$ cat config.mk
export PLATFORM = sky130hd
export DESIGN_NAME = ex_muldiv
export DESIGN_NICKNAME = d
export VERILOG_FILES = /design/src/rtl/ex_muldiv.sv
export SDC_FILE = /design/constraint.sdc
export NUM_CORES = 1
export LEC_CHECK = 0
export ABC_CLOCK_PERIOD_IN_PS = 5200
export BUFFER_PORTS_ARGS = -buffer_cell sky130_fd_sc_hd__buf_2
export CAP_MARGIN = 20
export CORE_MARGIN = 5
export CORE_UTILIZATION = 55
export DETAILED_ROUTE_END_ITERATION = 12
export PLACE_DENSITY = 0.83
export SLEW_MARGIN = 20
export SYNTH_ARGS = -nofsm -noshare
export SYNTH_HDL_FRONTEND = slang
export SYNTH_SLANG_ARGS = --single-unit
export TNS_END_PERCENT = 50
$ cat constraint.sdc
create_clock -name clk -period 5.2 [get_ports clk]
set_clock_uncertainty 0.05 [all_clocks]
set_input_delay 0.52 -clock clk [delete_from_list [all_inputs] [get_ports clk]]
set_output_delay 0.52 -clock clk [all_outputs]
set_load 0.01 [all_outputs]
$ cat src/rtl/ex_muldiv.sv
`timescale 1ns/1ps
// ex_muldiv: iterative RV32M multiply/divide unit beside the execute stage.
// Operands are reduced to magnitudes on acceptance, an unsigned shift-add
// multiplier or restoring divider runs for XLEN/UNROLL cycles, and the sign
// is restored in a single FIX cycle before the one-cycle DONE result pulse.
//
// Handshake: start_i is a request, not a held valid. It is accepted only in
// IDLE with annul_i low; from then on the operands are never re-sampled and
// start_i is ignored until the unit is back in IDLE. ready_o is a single-cycle
// pulse with no back-pressure: result_o is valid in that cycle and keeps its
// value until the next result is written. stallreq_o covers every cycle from
// acceptance up to (not including) the ready_o cycle.
//
// UNROLL must be 1, 2 or 4 and must divide XLEN.
module ex_muldiv #(
    parameter int XLEN   = 32,
    parameter int UNROLL = 1
) (
    input  logic            clk,
    input  logic            rst,
    input  logic            start_i,
    input  logic [2:0]      op_i,
    input  logic [XLEN-1:0] rs1_i,
    input  logic [XLEN-1:0] rs2_i,
    input  logic            annul_i,
    output logic            stallreq_o,
    output logic            busy_o,
    output logic            ready_o,
    output logic [XLEN-1:0] result_o,
    output logic [1:0]      dbg_state_o
);

    localparam int N  = XLEN / UNROLL;
    localparam int CW = (N > 1) ? $clog2(N) : 1;
    localparam logic [CW-1:0]   LAST_CNT = CW'(N - 1);
    localparam logic [XLEN-1:0] MIN_VAL  = {1'b1, {(XLEN-1){1'b0}}};

    // funct3 encodings
    localparam logic [2:0] OP_MUL    = 3'b000;
    localparam logic [2:0] OP_MULH   = 3'b001;
    localparam logic [2:0] OP_MULHSU = 3'b010;
    localparam logic [2:0] OP_DIV    = 3'b100;
    localparam logic [2:0] OP_REM    = 3'b110;

    typedef enum logic [1:0] {
        S_IDLE = 2'd0,
        S_CALC = 2'd1,
        S_FIX  = 2'd2,
        S_DONE = 2'd3
    } state_t;

    state_t            r_state;
    state_t            w_state_nx;

    logic [2:0]        r_op;
    logic              r_neg_res;   // product / quotient must be negated
    logic              r_neg_rem;   // remainder must be negated (sign of dividend)
    logic [XLEN-1:0]   r_opb;       // multiplicand (mul) or divisor (div), magnitude
    logic [2*XLEN-1:0] r_acc;       // {hi, lo}: product, or {remainder, quotient}
    logic [CW-1:0]     r_cnt;
    logic [XLEN-1:0]   r_result;
    logic              r_busy;
    logic              r_ready;

    // Acceptance-side decode
    logic              w_accept;
    logic              w_a_signed;
    logic              w_b_signed;
    logic              w_a_neg;
    logic              w_b_neg;
    logic [XLEN-1:0]   w_a_abs;
    logic [XLEN-1:0]   w_b_abs;
    logic              w_div0;
    logic              w_ovf;
    logic              w_fast;
    logic [XLEN-1:0]   w_fast_res;

    // Iteration datapath
    logic [XLEN-1:0]   w_hi;
    logic [XLEN-1:0]   w_lo;
    logic [XLEN:0]     w_sum;
    logic [XLEN:0]     w_rem;
    logic [2*XLEN-1:0] w_acc_nx;

    // Sign fix-up
    logic [2*XLEN-1:0] w_prod;
    logic [XLEN-1:0]   w_quo;
    logic [XLEN-1:0]   w_rmd;
    logic [XLEN-1:0]   w_fix_res;

    assign w_accept = (r_state == S_IDLE) && start_i && !annul_i;

    // Operand signedness, magnitudes and the divide fast-path detection
    always_comb begin
        w_a_signed = (op_i == OP_MUL) || (op_i == OP_MULH) || (op_i == OP_MULHSU) ||
                     (op_i == OP_DIV) || (op_i == OP_REM);
        w_b_signed = (op_i == OP_MUL) || (op_i == OP_MULH) ||
                     (op_i == OP_DIV) || (op_i == OP_REM);
        w_a_neg    = w_a_signed && rs1_i[XLEN-1];
        w_b_neg    = w_b_signed && rs2_i[XLEN-1];
        w_a_abs    = w_a_neg ? (~rs1_i + 1'b1) : rs1_i;
        w_b_abs    = w_b_neg ? (~rs2_i + 1'b1) : rs2_i;
        w_div0     = op_i[2] && (rs2_i == '0);
        w_ovf      = op_i[2] && !op_i[0] && (rs1_i == MIN_VAL) && (rs2_i == '1);
        w_fast     = w_div0 || w_ovf;
        w_fast_res = '0;
        if (w_div0) begin
            // x/0: quotient all ones, remainder is the raw dividend
            w_fast_res = op_i[1] ? rs1_i : '1;
        end else if (w_ovf) begin
            // MIN/-1: quotient wraps to MIN, remainder is zero
            w_fast_res = op_i[1] ? '0 : MIN_VAL;
        end
    end

    // UNROLL shift-add or restoring-division steps per CALC cycle
    always_comb begin
        w_hi  = r_acc[2*XLEN-1:XLEN];
        w_lo  = r_acc[XLEN-1:0];
        w_sum = '0;
        w_rem = '0;
        for (int k = 0; k < UNROLL; k++) begin
            if (!r_op[2]) begin
                // add multiplicand when the current multiplier bit is set, then shift right
                w_sum = {1'b0, w_hi} + (w_lo[0] ? {1'b0, r_opb} : {(XLEN+1){1'b0}});
                w_lo  = {w_sum[0], w_lo[XLEN-1:1]};
                w_hi  = w_sum[XLEN:1];
            end else begin
                // shift next dividend bit into the partial remainder, subtract if it fits
                w_rem = {w_hi, w_lo[XLEN-1]};
                w_lo  = {w_lo[XLEN-2:0], 1'b0};
                if (w_rem >= {1'b0, r_opb}) begin
                    w_rem   = w_rem - {1'b0, r_opb};
                    w_lo[0] = 1'b1;
                end
                w_hi = w_rem[XLEN-1:0];
            end
        end
        w_acc_nx = {w_hi, w_lo};
    end

    // Sign correction and result selection used in FIX
    always_comb begin
        w_prod    = r_neg_res ? (~r_acc + 1'b1) : r_acc;
        w_quo     = r_neg_res ? (~r_acc[XLEN-1:0] + 1'b1) : r_acc[XLEN-1:0];
        w_rmd     = r_neg_rem ? (~r_acc[2*XLEN-1:XLEN] + 1'b1) : r_acc[2*XLEN-1:XLEN];
        w_fix_res = '0;
        if (!r_op[2]) begin
            w_fix_res = (r_op[1:0] == 2'b00) ? w_prod[XLEN-1:0] : w_prod[2*XLEN-1:XLEN];
        end else begin
            w_fix_res = r_op[1] ? w_rmd : w_quo;
        end
    end

    // Next-state logic; annul_i overrides every state
    always_comb begin
        w_state_nx = r_state;
        case (r_state)
            S_IDLE: begin
                if (w_accept) begin
                    w_state_nx = w_fast ? S_DONE : S_CALC;
                end
            end
            S_CALC: begin
                if (annul_i) begin
                    w_state_nx = S_IDLE;
                end else if (r_cnt == LAST_CNT) begin
                    w_state_nx = S_FIX;
                end
            end
            S_FIX: begin
                w_state_nx = annul_i ? S_IDLE : S_DONE;
            end
            S_DONE: begin
                w_state_nx = S_IDLE;
            end
            default: begin
                w_state_nx = S_IDLE;
            end
        endcase
    end

    // State register plus registered busy/ready flags
    always_ff @(posedge clk or negedge rst) begin
        if (!rst) begin
            r_state <= S_IDLE;
            r_busy  <= 1'b0;
            r_ready <= 1'b0;
        end else begin
            r_state <= w_state_nx;
            r_busy  <= (w_state_nx != S_IDLE);
            r_ready <= (w_state_nx == S_DONE);
        end
    end

    // Operand capture, iteration and result write
    always_ff @(posedge clk or negedge rst) begin
        if (!rst) begin
            r_op      <= '0;
            r_neg_res <= 1'b0;
            r_neg_rem <= 1'b0;
            r_opb     <= '0;
            r_acc     <= '0;
            r_cnt     <= '0;
            r_result  <= '0;
        end else begin
            case (r_state)
                S_IDLE: begin
                    if (w_accept) begin
                        r_op      <= op_i;
                        r_neg_res <= w_a_neg ^ w_b_neg;
                        r_neg_rem <= w_a_neg;
                        r_cnt     <= '0;
                        if (!op_i[2]) begin
                            r_opb <= w_a_abs;
                            r_acc <= {{XLEN{1'b0}}, w_b_abs};
                        end else begin
                            r_opb <= w_b_abs;
                            r_acc <= {{XLEN{1'b0}}, w_a_abs};
                        end
                        if (w_fast) begin
                            r_result <= w_fast_res;
                        end
                    end
                end
                S_CALC: begin
                    if (!annul_i) begin
                        r_acc <= w_acc_nx;
                        r_cnt <= r_cnt + CW'(1);
                    end
                end
                S_FIX: begin
                    if (!annul_i) begin
                        r_result <= w_fix_res;
                    end
                end
                default: begin
                end
            endcase
        end
    end

    assign stallreq_o  = rst && (w_accept || (r_state == S_CALC) || (r_state == S_FIX));
    assign busy_o      = r_busy;
    assign ready_o     = r_ready;
    assign result_o    = r_result;
    assign dbg_state_o = r_state;

endmodule
## After elaboration in Yosys (flattened, before gate mapping)

Index checks and enable logic that the tools add are counted.

| word-level totals | value |
|---|---|
| register bits | 142 |
| bits of input ports | 71 |
| logic and storage cells | 105 |

| operators by class | value |
|---|---|
| add/sub/neg operators | 8 |
| $lt $le $gt $ge | 1 |
| equality and inequality tests | 15 |
| multiplexer cells | 35 |
| bitwise operators | 6 |
| reduce and logical (&&, ||, !) cells | 30 |

Operators with widths:

| cell | count |
|---|---|
| $mux W32 | 20 |
| $mux W64 | 3 |
| $add A32 B1 Y32 const B | 4 |
| $not A32 Y32 | 4 |
| $pmux W64 S2 | 1 |
| $add A64 B1 Y64 const B | 1 |
| $eq A32 B32 Y1 const B | 2 |
| $not A64 Y64 | 1 |
| $pmux W32 S2 | 1 |
| $add A32 B32 Y33 | 1 |
| $ge A33 B32 Y1 | 1 |
| $logic_not A32 Y1 | 1 |
| $sub A32 B32 Y32 | 1 |
| $mux W2 | 5 |
| $mux W5 | 2 |
| $pmux W5 S2 | 1 |
| $logic_and A1 B1 Y1 | 9 |
| $logic_or A1 B1 Y1 | 9 |
| $ne A2 B2 Y1 const B | 4 |
| $pmux W2 S4 | 1 |
| $eq A2 B2 Y1 const B | 3 |
| $eq A3 B3 Y1 const B | 2 |
| $reduce_bool A2 Y1 | 3 |
| $add A5 B1 Y5 const B | 1 |
| other kinds (12) | 14 |

## Logic depth before layout (Yosys ltp)

| logic depth | value |
|---|---|
| depth after elaboration | 10 |
| depth in mapped cells | 14 |
| depth with buffers taken out | 14 |

## Worst setup path after synthesis

Ideal clock, no wire load.

| path | value |
|---|---|
| path kind | flip-flop to flip-flop |
| start | register r_acc[0] |
| end | register r_acc[48] |
| data arrival time | 3.092 ns |
| required time | 5.067 ns |
| setup slack | 1.975 ns |
| cell stages (with the launch flop) | 15 |
| period minus slack after synthesis | 3.225 ns |
| cells stage by stage | dfrtp_1 > inv_1 > clkbuf_1 > nor2_1 > ha_1 > o211ai_1 > o21ai_0 > o21a_1 > a21o_1 > a21oi_1 > or4b_2 > o211ai_1 > xor2_1 > o21ai_0 > o21ai_0 |

| on the way | value |
|---|---|
| cells in the longest elaborated chain, start to end | 5 |

Ends and longest elaborated chain:

| what | line | text |
|---|---|---|
| from (decl) | 59 | `logic [2*XLEN-1:0] r_acc;` |
| from (signal assigned) | 216 | `r_acc <= {{XLEN{1'b0}}, w_b_abs};` |
| from (signal assigned) | 219 | `r_acc <= {{XLEN{1'b0}}, w_a_abs};` |
| from (signal assigned) | 228 | `r_acc <= w_acc_nx;` |
| $mux W32 | 125 | `w_sum = {1'b0, w_hi} + (w_lo[0] ? {1'b0, r_opb} : {(XLEN+1){1'b0}});` |
| $add A32 B32 Y33 | 125 |  |
| $mux W32 | 123 | `if (!r_op[2]) begin` |
| $mux W64 | 227 | `if (!annul_i) begin` |
| $pmux W64 S2 | 207 | `case (r_state)` |

No other way between the ends. The select of a mux whose other input is x is not followed.
A chain may end at the register's enable or synchronous reset.

## Final worst setup path

| path | value |
|---|---|
| start | register r_acc[42] |
| end | register r_acc[62] |

| on the way | value |
|---|---|
| cells in the longest elaborated chain, start to end | 5 |

Ends and longest elaborated chain:

| what | line | text |
|---|---|---|
| $sub A32 B32 Y32 / $ge A33 B32 Y1 (equally long branches) | 133, 132 |  |
| $mux W32 | 132 | `if (w_rem >= {1'b0, r_opb}) begin` |
| $mux W32 (*) | 123 |  |
| $mux W64 (*) | 227 |  |
| $pmux W64 S2 (*) | 207 |  |

Every way passes the cells marked *; elsewhere a longest branch is shown, timed or not. The select of a mux whose other input is x is not followed.

==> impl_metrics.tcl <==
set metrics [dict create \
    hp-class "in -> reg" \
    drv_slew 0 \
    via_per_inst 6.83 \
    cts-root-buf "clkbuf_16" \
    max-vdd-ir-drop_mv 0.204 \
    vias 16400 \
    hold_violations 0 \
    arrival_ns 4.38 \
    port_buffers 107 \
    p_sw_frac 0.515 \
    layout.cells.non_filler 2407 \
    critical_path.max_fanout 10 \
    design_area_um2 16200 \
    rsz0062_at_grt "no" \
    cts_made_buffers 17 \
    fin_nets 2197 \
    post_synth.cell_area_avg_um2 7.32 \
    drc 0 \
    placementRows 60 \
    setup-tns-final_ns 0 \
    synth_xor_area_frac 0.115 \
    p_int_mw 3.84 \
    power_density_nw_per_um2 487 \
    multi_input_area_um2 10600 \
    start_util 0.557 \
    grt_pass1_vias 15400 \
    whs_ns 0.338 \
    drt_iter0_drc 2302 \
    timing.slew.headroom 0.289 \
    status "completed" \
    synthSimpleGateAreaFrac 0.206 \
    dp_slack_ns 1.01 \
    cts.sinks 142 \
    num-fill-cells 2475 \
    cts_setup_buffers 0 \
    layout_min_cycle_time_ns 4.07 \
    grt_max_degree 102 \
    chipHeight_um 175 \
    p_leak_nw 7.06 \
    grt_pass1_wl_mm 89.3 \
    drive_gt1_frac 0.102 \
    register_area_um2 3560 \
    overflow 0 \
    clkTransAtPathRegs_ns 0.07 \
    synth_fa_ha_area_frac 0.0621 \
    cp-end-kind "flip-flop" \
    max_freq_mhz 246 \
    clk_latency_ns 0.45 \
    ant_nets 0 \
    regToRegSetupSlack_ns 1.13 \
    required_ns 5.51 \
    tritoncts "done" \
    die_area_um2 30600 \
    synth-compound-area-share 0.271 \
    ys_types 71 \
    dpl_cell_area_um2 15600 \
    ys_seq_area_frac 0.237 \
    post-route-util 0.604 \
    p_sw_mw 4.07 \
    crit_type "reg -> reg" \
    syn_nets 2189 \
    startpoint_type "flip-flop" \
    firstDrtPassIters 6 \
    worst_pin_slew_ns 1.06 \
    synth_top_family_by_area "compound AO/OA/AOI/OAI gates" \
    sequentialPowerShare 0.240 \
    cts.repair.resized 0 \
    synthMuxAreaShare 0.0513 \
    htreeDepth 4 \
    cts_max_path_buffers 2 \
    setup_ws_ns 1.13 \
    setup_viol 0 \
    syn_to_final_growth_pct 8.55 \
    post-route-period-util 0.782 \
    async_reset_ff_frac 1.00 \
    syn-cell-area_um2 15000 \
    wl_per_cell_um 24.2 \
    dp.cells 2374 \
    power_frac_comb 0.598 \
    ctsHoldBuffers 1 \
    synth.yosys.warnings 0 \
    grt_antenna_before_repair 0 \
    dp_hpwl_mm 44.3 \
    ioPinCount 108 \
    synth_edf_count 0 \
    grtUsageTotal 0.370 \
    core_region_area_um2 26900 \
    n_antenna_cell 0 \
    gp_congestion 1.02 \
    synth_cells 2045 \
    synth_ff_type "dfrtp_1" \
    routed_wl_mm 58.3 \
    ys_ff_latch 142 \
    die_w_um 175 \
    finalPower_mw 7.90 \
    clkPwrFrac 0.162 \
    cap_violations 0 \
]
[logic make-up (layout without fill, tap and decap cells)]
family | after synthesis | after routing
buf+inv | 224 | 245
flops | 142 | 142
simple gates | 669 | 669
mux | 75 | 75
fa+ha+maj | 73 | 73
compound gates | 666 | 666
xor+xnor | 196 | 196
[routing by layer]
layer  vias to the layer above  global-route usage  part of all wire
met1                      7737               0.501              0.39
met4                         0               0.167             0.052
met3                       197              0.0751              0.12
met2                      1165               0.572              0.44
met5                         -                   0                 0
li1                       7341                   -                 -
[cell type report]
class                           instances  area share
Clock inverter                         14     0.00909
Timing Repair Buffer                  142      0.0505
Clock buffer                           18      0.0270
Multi-Input combinational cell       1679       0.652
Inverter                               71      0.0164
Sequential cell                       142       0.219
Tap cell                              341      0.0263
[power by group through the flow]
stage                     registers, mW  clock network [mW]  logic [mW]
after floorplan                    1.54                   0        3.57
after global placement             1.86                   0        4.51
after detailed placement           1.88                   0        4.55
after CTS                          1.85                1.27        4.59
after global routing               1.91                1.32        5.12
final                              1.90                1.28        4.73
[path summary, 6_finish.rpt]
path / cells after the start / startpoint / endpoint
max: 12 / r_acc[42] / r_acc[62]
min: 2 / annul_i / busy_o
max reg2reg: 12 / r_acc[42] / r_acc[62]
min reg2reg: 2 / r_opb[21] / r_opb[21]
max in group asynchronous: 3 / rst / r_op[2]
min in group asynchronous: 2 / rst / r_acc[39]
[synth_stat cells, types with 6 or more instances]
cell type  instances  area, um2
nand2b_1          23        144
xnor2_1          115       1010
clkbuf_1         138        518
o22ai_1            8       50.1
and2_1            10       62.6
a22o_1             6       52.6
a21o_1            40        300
o211ai_1          20        150
o21a_1            14        105
o41ai_1           12        105
mux2_2            14        158
a21oi_1          216       1080
a22oi_1           13       97.6
nor3_1            49        245
ha_1              71        888
nand2_1          196        736
buf_1             11       41.3
mux2i_1           61        611
nand4_1           25        156
o21ai_1           12       60.1
inv_1             70        263
a311oi_1          10       87.6
o21ai_0          176        881
xor2_1            81        709
o221ai_1          11       96.3
a31oi_1           30        188
nor2b_1            9       56.3
nor4_1            21        131
and3_1            13       81.3
a211oi_1          12       90.1
a221oi_1           8       70.1
o21bai_1          15        113
dfrtp_1          142       3550
nand3_1           28        140
nor2_1           239        897
or4_1             11       82.6
or3_1             20        125
o31ai_1           24        180
[sequential cells by signal, indices dropped and copies added (netlist names), 2 cells and up]
name	flops
r_acc	64
r_opb	32
r_cnt	5
dbg_state_o	2
result_o	32
r_op	3
[critical path, stage by stage (launching register included)]
cell,delay (ns)
dfrtp_1,0.55
ha_1,0.51
nand4_1,0.29
nor3_1,0.29
o211ai_1,0.16
a311oi_1,0.28
buf_4,0.18
nor4b_1,0.59
nor3b_1,0.18
o21ai_0,0.35
nand2_1,0.12
mux2_2,0.28
a31oi_1,0.15
[layout by cell type (no fill, tap or decap), types with 30 or more instances in the layout]
cell type | netlist | routed
nor2_1 | 239 | 238
a21oi_1 | 216 | 215
nand2_1 | 196 | 196
o21ai_0 | 176 | 175
dfrtp_1 | 142 | 139
xnor2_1 | 115 | 115
buf_2 | 2 | 106
xor2_1 | 81 | 81
ha_1 | 71 | 71
inv_1 | 70 | 70
mux2i_1 | 61 | 61
nor3_1 | 49 | 49
a21o_1 | 40 | 40
buf_4 | 0 | 33
a31oi_1 | 30 | 30
Note: power is estimated with default switching activity, not from simulation.
